File: config.mk
export PLATFORM = sky130hd
export DESIGN_NAME = aes_stim_seq
export DESIGN_NICKNAME = d
export VERILOG_FILES = /design/src/rtl/aes_stim_seq.sv
export SDC_FILE = /design/constraint.sdc
export NUM_CORES = 2
export LEC_CHECK = 0
export ABC_CLOCK_PERIOD_IN_PS = 5700
export BUFFER_PORTS_ARGS = -buffer_cell sky130_fd_sc_hd__buf_2
export CAP_MARGIN = 20
export CELL_PAD_IN_SITES_DETAIL_PLACEMENT = 1
export CELL_PAD_IN_SITES_GLOBAL_PLACEMENT = 2
export CORE_MARGIN = 3
export CORE_UTILIZATION = 36
export CTS_BUF_LIST = sky130_fd_sc_hd__clkbuf_4 sky130_fd_sc_hd__clkbuf_8
export CTS_CLUSTER_DIAMETER = 40
export DETAILED_ROUTE_END_ITERATION = 8
export GPL_ROUTABILITY_DRIVEN = 0
export GPL_TIMING_DRIVEN = 0
export PLACE_DENSITY = 0.89
export SETUP_SLACK_MARGIN = 0.15
export SYNTH_ARGS = -nofsm -noshare
export SYNTH_HDL_FRONTEND = slang
export SYNTH_SLANG_ARGS = --single-unit
export TNS_END_PERCENT = 5
File: constraint.sdc
create_clock -name clk -period 5.7 [get_ports clk]
set_input_delay 0.57 -clock clk [delete_from_list [all_inputs] [get_ports clk]]
set_output_delay 0.57 -clock clk [all_outputs]
set_load 0.01 [all_outputs]
File: src/rtl/aes_stim_seq.sv
// aes_stim_seq: LFSR-driven stimulus sequencer for a fixed-latency pipelined AES core.
// Define AES_STIM_MISR_EN to build the result signature register; otherwise signature is tied to 0.
module aes_stim_seq #(
  parameter int unsigned       DATA_W     = 128,
  parameter int unsigned       LATENCY    = 21,
  parameter int unsigned       CNT_W      = 32,
  parameter int unsigned       REPEATS    = 2,
  parameter logic [DATA_W-1:0] TAPS       = 128'h8000_0000_0000_0000_0000_0028_0000_0002,
  parameter logic [DATA_W-1:0] STATE_SEED = 128'hDEAD_BEEF_DEAD_BEEF_DEAD_BEEF_DEAD_BEEF,
  parameter logic [DATA_W-1:0] KEY_SEED   = 128'hCAFE_FEED_CAFE_FEED_CAFE_FEED_CAFE_FEED
) (
  input  logic              clk,
  input  logic              rst,
  input  logic              start,
  input  logic [CNT_W-1:0]  num_tests,
  output logic [DATA_W-1:0] state_out,
  output logic [DATA_W-1:0] key_out,
  output logic              in_valid,
  input  logic [DATA_W-1:0] aes_out,
  output logic              out_valid,
  output logic [CNT_W-1:0]  out_idx,
  output logic [DATA_W-1:0] signature,
  output logic              busy,
  output logic              done
);

  typedef enum logic [2:0] {
    S_IDLE,
    S_SEED,
    S_RUN,
    S_DRAIN,
    S_DONE
  } state_e;

  localparam logic [CNT_W-1:0] LAST_SET = CNT_W'(REPEATS - 1);
  localparam logic [CNT_W-1:0] ONE      = CNT_W'(1);

  function automatic logic [DATA_W-1:0] lfsr_step(input logic [DATA_W-1:0] cur);
    return {cur[DATA_W-2:0], ~^(cur & TAPS)};
  endfunction

  state_e             st_q;
  logic [DATA_W-1:0]  pt_lfsr_q;
  logic [DATA_W-1:0]  key_lfsr_q;
  logic [CNT_W-1:0]   n_q;
  logic [CNT_W-1:0]   total_q;
  logic [CNT_W-1:0]   set_q;
  logic [CNT_W-1:0]   issue_q;
  logic [CNT_W-1:0]   retired_q;
  logic [CNT_W-1:0]   ret_idx_q;
  logic [CNT_W-1:0]   out_idx_q;
  logic [LATENCY-1:0] vld_q;
  logic [DATA_W-1:0]  state_out_q;
  logic [DATA_W-1:0]  key_out_q;
  logic               in_valid_q;
  logic               busy_q;
  logic               done_q;

  // vpipe[k] is in_valid delayed by k cycles; vpipe[LATENCY] is the registered out_valid.
  logic [LATENCY:0]   vpipe;
  logic               retire_pre;
  logic               out_valid_w;
  logic [CNT_W-1:0]   retire_nxt;

  assign vpipe       = {vld_q, in_valid_q};
  assign retire_pre  = vpipe[LATENCY-1];
  assign out_valid_w = vld_q[LATENCY-1];
  assign retire_nxt  = retired_q + CNT_W'(out_valid_w);

  always_ff @(posedge clk) begin
    if (rst) begin
      st_q        <= S_IDLE;
      pt_lfsr_q   <= STATE_SEED;
      key_lfsr_q  <= KEY_SEED;
      n_q         <= '0;
      total_q     <= '0;
      set_q       <= '0;
      issue_q     <= '0;
      retired_q   <= '0;
      ret_idx_q   <= '0;
      out_idx_q   <= '0;
      vld_q       <= '0;
      state_out_q <= '0;
      key_out_q   <= '0;
      in_valid_q  <= 1'b0;
      busy_q      <= 1'b0;
      done_q      <= 1'b0;
    end else begin
      in_valid_q <= 1'b0;
      done_q     <= 1'b0;
      case (st_q)
        S_IDLE: begin
          if (start) begin
            total_q   <= CNT_W'(REPEATS) * num_tests;
            retired_q <= '0;
            ret_idx_q <= '0;
            set_q     <= '0;
            if (num_tests != '0) begin
              n_q    <= num_tests;
              busy_q <= 1'b1;
              st_q   <= S_SEED;
            end else begin
              done_q <= 1'b1;
              st_q   <= S_DONE;
            end
          end
        end
        S_SEED: begin
          pt_lfsr_q  <= STATE_SEED;
          key_lfsr_q <= KEY_SEED;
          issue_q    <= '0;
          st_q       <= S_RUN;
        end
        S_RUN: begin
          in_valid_q  <= 1'b1;
          state_out_q <= pt_lfsr_q;
          key_out_q   <= key_lfsr_q;
          pt_lfsr_q   <= lfsr_step(pt_lfsr_q);
          key_lfsr_q  <= lfsr_step(key_lfsr_q);
          issue_q     <= issue_q + ONE;
          if (issue_q == n_q - ONE) begin
            if (set_q == LAST_SET) begin
              st_q <= S_DRAIN;
            end else begin
              set_q <= set_q + ONE;
              st_q  <= S_SEED;
            end
          end
        end
        S_DRAIN: begin
          // Look one retirement ahead so done follows the last out_valid directly.
          if (retire_nxt == total_q) begin
            busy_q <= 1'b0;
            done_q <= 1'b1;
            st_q   <= S_DONE;
          end
        end
        S_DONE: begin
          st_q <= S_IDLE;
        end
        default: begin
          st_q <= S_IDLE;
        end
      endcase

      vld_q <= vpipe[LATENCY-1:0];
      if (out_valid_w) begin
        retired_q <= retire_nxt;
      end
      // Index is loaded one cycle early so it lines up with out_valid.
      if (retire_pre) begin
        out_idx_q <= ret_idx_q;
        ret_idx_q <= (ret_idx_q == n_q - ONE) ? '0 : ret_idx_q + ONE;
      end
    end
  end

  assign state_out = state_out_q;
  assign key_out   = key_out_q;
  assign in_valid  = in_valid_q;
  assign out_valid = out_valid_w;
  assign out_idx   = out_idx_q;
  assign busy      = busy_q;
  assign done      = done_q;

`ifdef AES_STIM_MISR_EN
  logic [DATA_W-1:0] sig_q;

  // Rotate-and-xor compression of each retired result.
  always_ff @(posedge clk) begin
    if (rst) begin
      sig_q <= '0;
    end else if (st_q == S_IDLE && start) begin
      sig_q <= '0;
    end else if (out_valid_w) begin
      sig_q <= {sig_q[DATA_W-2:0], sig_q[DATA_W-1]} ^ aes_out;
    end
  end

  assign signature = sig_q;
`else
  logic unused_aes_out;

  assign unused_aes_out = ^aes_out;
  assign signature      = '0;
`endif

endmodule
==> metrics.md <==
| Metric | Value |
|---|---|
| Status | `finished, final reports clean` |
| Worst-margin pin slew | `1.10 ns` |
| Clk slew on worst S/H paths | `roughly 0.060 ns` |
| Post-route insts no fill | `around 5,600` |
| Synth Flop Type | `dfxtp_1` |
| DRT Wirelength | `107,000 um` |
| Area Growth Syn to Fin | `21.9%` |
| CTS Buf Count | `between 100 and 150` |
| Count leader, synth | `nand2_1` |
| Die H | `299 um` |
| Vias post-DR | `28,700` |
| Register area share after synthesis | `49.4%` |
| Initial Util | `36.6%` |
| Period utilization | `91.4%` |
| Power Density | `341 mW/mm^2` |
| Grt total ovfl | `0` |
| Yosys reg bits | `762` |
| CTS tree | `built` |
| Clk Latency, worst-skew pair | `0.80 ns` |
| Largest net degree at the start of global routing | `17` |
| Worst Hold Class | `input port to flip-flop` |
| Crit path arrival time | `between 5 and 6 ns` |
| Smallest hold slack | `0.0864 ns` |
| Drt initial violations | `1,454` |
| Rows | `106` |
| Asr flop ratio synth | `0%` |
| WS Path Type | `flip-flop to flip-flop` |
| Yosys warns | `0` |
| Number of nets in the layout | `4,565` |
| Initial antenna violation count | `1` |
| Leak | `15.3 nW` |
| Max cap viols | `0` |
| Unique masters post-synth | `69` |
| CP max stage cell | `nor4_1` |
| Cell taking the most area after synthesis | `dfxtp_1` |
| Family with the most delay on the worst path | `simple AND/OR/NAND/NOR gates` |
| Number of synthesized flops with an enable pin | `0` |
| Worst path bufs/invs | `4` |
| Antenna viol nets, final | `0` |
| IO Pins | `between 500 and 600` |
| Crit path cell chain | `clkbuf_1, nor4_1, nand3_1, clkbuf_1, nor4_1, xnor2_1, nand4_1, or4_4, o21a_1, clkbuf_1, clkbuf_1, o31ai_1, a21oi_1` |
| Top-area cell type share of the netlist area | `49.4%` |
| Fmax | `192 MHz` |
| Layout cell share with drive strength beyond 1 | `16.5%` |
| CTS H-tree depth | `4` |
| HPWL Detailed | `79,400 um` |
| Post-synth top cells | `nand2_1, dfxtp_1, a21oi_1` |
| Fillers | `10,400` |
| RSZ-0062 raised after global routing | `false` |
| Pre-CTS worst setup slack | `0.667 ns` |
| Fin. max-slew vios | `0` |
| Number of global-route vias before repair | `29,200` |
| First-pass GRT wire length | `165,000 um` |
| Crit-path most repeated cell | `clkbuf_1` |
| Clock Sinks | `around 760` |
| Worst Setup End Kind | `flip-flop` |
| Setup ws final | `0.490 ns` |
| Syn Inst Count | `3,789` |
| Crit path largest cell delay | `between 0.9 and 1 ns` |
| Synthesized area | `0.0309 sq mm` |
| Clk_skew | `0.0341 ns` |
| Clock Tree Buf Depth | `3` |
| Die width | `299 um` |
| Slew headroom | `26.6%` |
| Final setup violation count | `0` |
| Critical Path Fanout Max | `10` |
| Die Area | `between 0.08 and 0.09 sq mm` |
| CTS root buffer | `clkbuf_8` |
| Overall Global Routing Usage | `23.3%` |
| Type of origin of the critical path | `flip-flop` |
| Placed instance count | `~5,400` |
| Avg Inst Size Synth | `8.14 sq um` |
| Top cells by area, synth | `dfxtp_1, nand2_1, a21oi_1` |
| Minimum clock period | `between 5 and 6 ns` |
| Worst VDD drop | `0.254 mV` |
| Vias/cell | `a little over 5` |
| Port bufs | `326` |
| DR pass1 iterations | `5` |
| PostCTS Resize Cnt | `0` |
| Count of final hold-check violations | `0` |
| DR WL/cell | `19.0 um` |
| Total negative setup slack | `0 ns` |
| CORE AREA | `0.0842 sq mm` |
| Post-route DRC | `0` |
| CP required | `approximately 6.4 ns` |
report_power, final:
part | internal (mW) | total, mW | switching (mW)
registers | 5.52 | 5.65 | 0.125
logic | 0.452 | 1.36 | 0.911
clock network | 3.38 | 5.81 | 2.43
final timing paths:
path / endpoint / cells after the start / slack [ns] / from
worst max register to register: set_q[25] / 13 / 0.49 / n_q[13]
worst min-delay path: n_q[26] / 3 / 0.09 / num_tests[26]
worst min register to register: vld_q[19] / 1 / 0.43 / vld_q[18]
worst max-delay path: set_q[25] / 13 / 0.49 / n_q[13]
worst min-delay path, delay by kind of cell:
kind	cells	cell delay [ns]
simple gates	1	0.08
buf+inv	1	0.11
compound gates	1	0.06
metrics by stage:
step                util [%]  instance area [sq um]  total power [mW]
CTS                     44.6                  37600              13.0
finish                  44.7                  37600              12.8
floorplan                  -                  31300              6.61
global placement        40.8                  34400              7.08
detailed placement      40.9                  34400              7.11
global route            44.7                  37600              13.4
metal layers:
metal / vias to the layer above / global-route usage, % / share of wire, %
li1: 13900 / - / -
met1: 13900 / 28.2 / 43
met2: 659 / 39.1 / 47
met3: 165 / 7.12 / 7.1
met4: 0 / 8.04 / 2.5
met5: - / 0 / 0
registers in the layout (all words and copies together) (netlist names):
register / count
pt_lfsr_q: 128
st_q: 3
done: 1
ret_idx_q: 32
in_valid: 1
vld_q: 21
total_q: 31
busy: 1
n_q: 32
state_out: 128
out_idx: 32
key_out: 128
issue_q: 32
set_q: 32
key_lfsr_q: 128
retired_q: 32
cells by family (layout without fill, tap and decap cells):
family                     after synthesis  count (layout)  synth area share [%]
adders and majority gates                8               8                 0.324
and+or+nand+nor                       1690            1690                  24.6
buffers and inverters                  425            1013                  6.81
other                                    1             129                0.0122
muxes                                   44              44                  1.45
xor gates and xnor gates               142             142                  4.53
DFF                                    762             762                  49.4
AOI/OAI and AO/OA                      717             717                  12.8
what timing repair did:
action,in CTS,in global routing
setup buffers,0,0
hold endpoints to repair,1,0
hold buffers,1,0
layout by cell type (no fill, tap or decap), types with 34 or more instances in the layout:
cell,n
o21ai_0,68
buf_2,330
xnor2_1,91
xor2_1,40
o22ai_1,68
or3_1,44
nor4_1,49
clkbuf_4,47
clkbuf_8,168
nor2_1,135
conb_1,128
nand2_1,982
dfxtp_1,762
nor3_1,47
nand3_1,212
a21oi_1,479
and3_1,34
nand4_1,40
mux2i_1,39
clkbuf_1,243
buf_4,128
area by class of cell:
class                      instances  area (sq um)  share of cell area, %
timing repair buffer             332          1690                   4.50
inverter                          34           128                  0.339
sequential                       762         15300                   40.6
clock inverter                    41           502                   1.33
antenna                            1          2.50                0.00665
multi-input combinational       2729         14000                   37.2
clock buffer                     215          2670                   7.09
tap                             1134          1420                   3.77
buffer                           391          1970                   5.25
No activity file was read; power rests on OpenSTA's default activity.
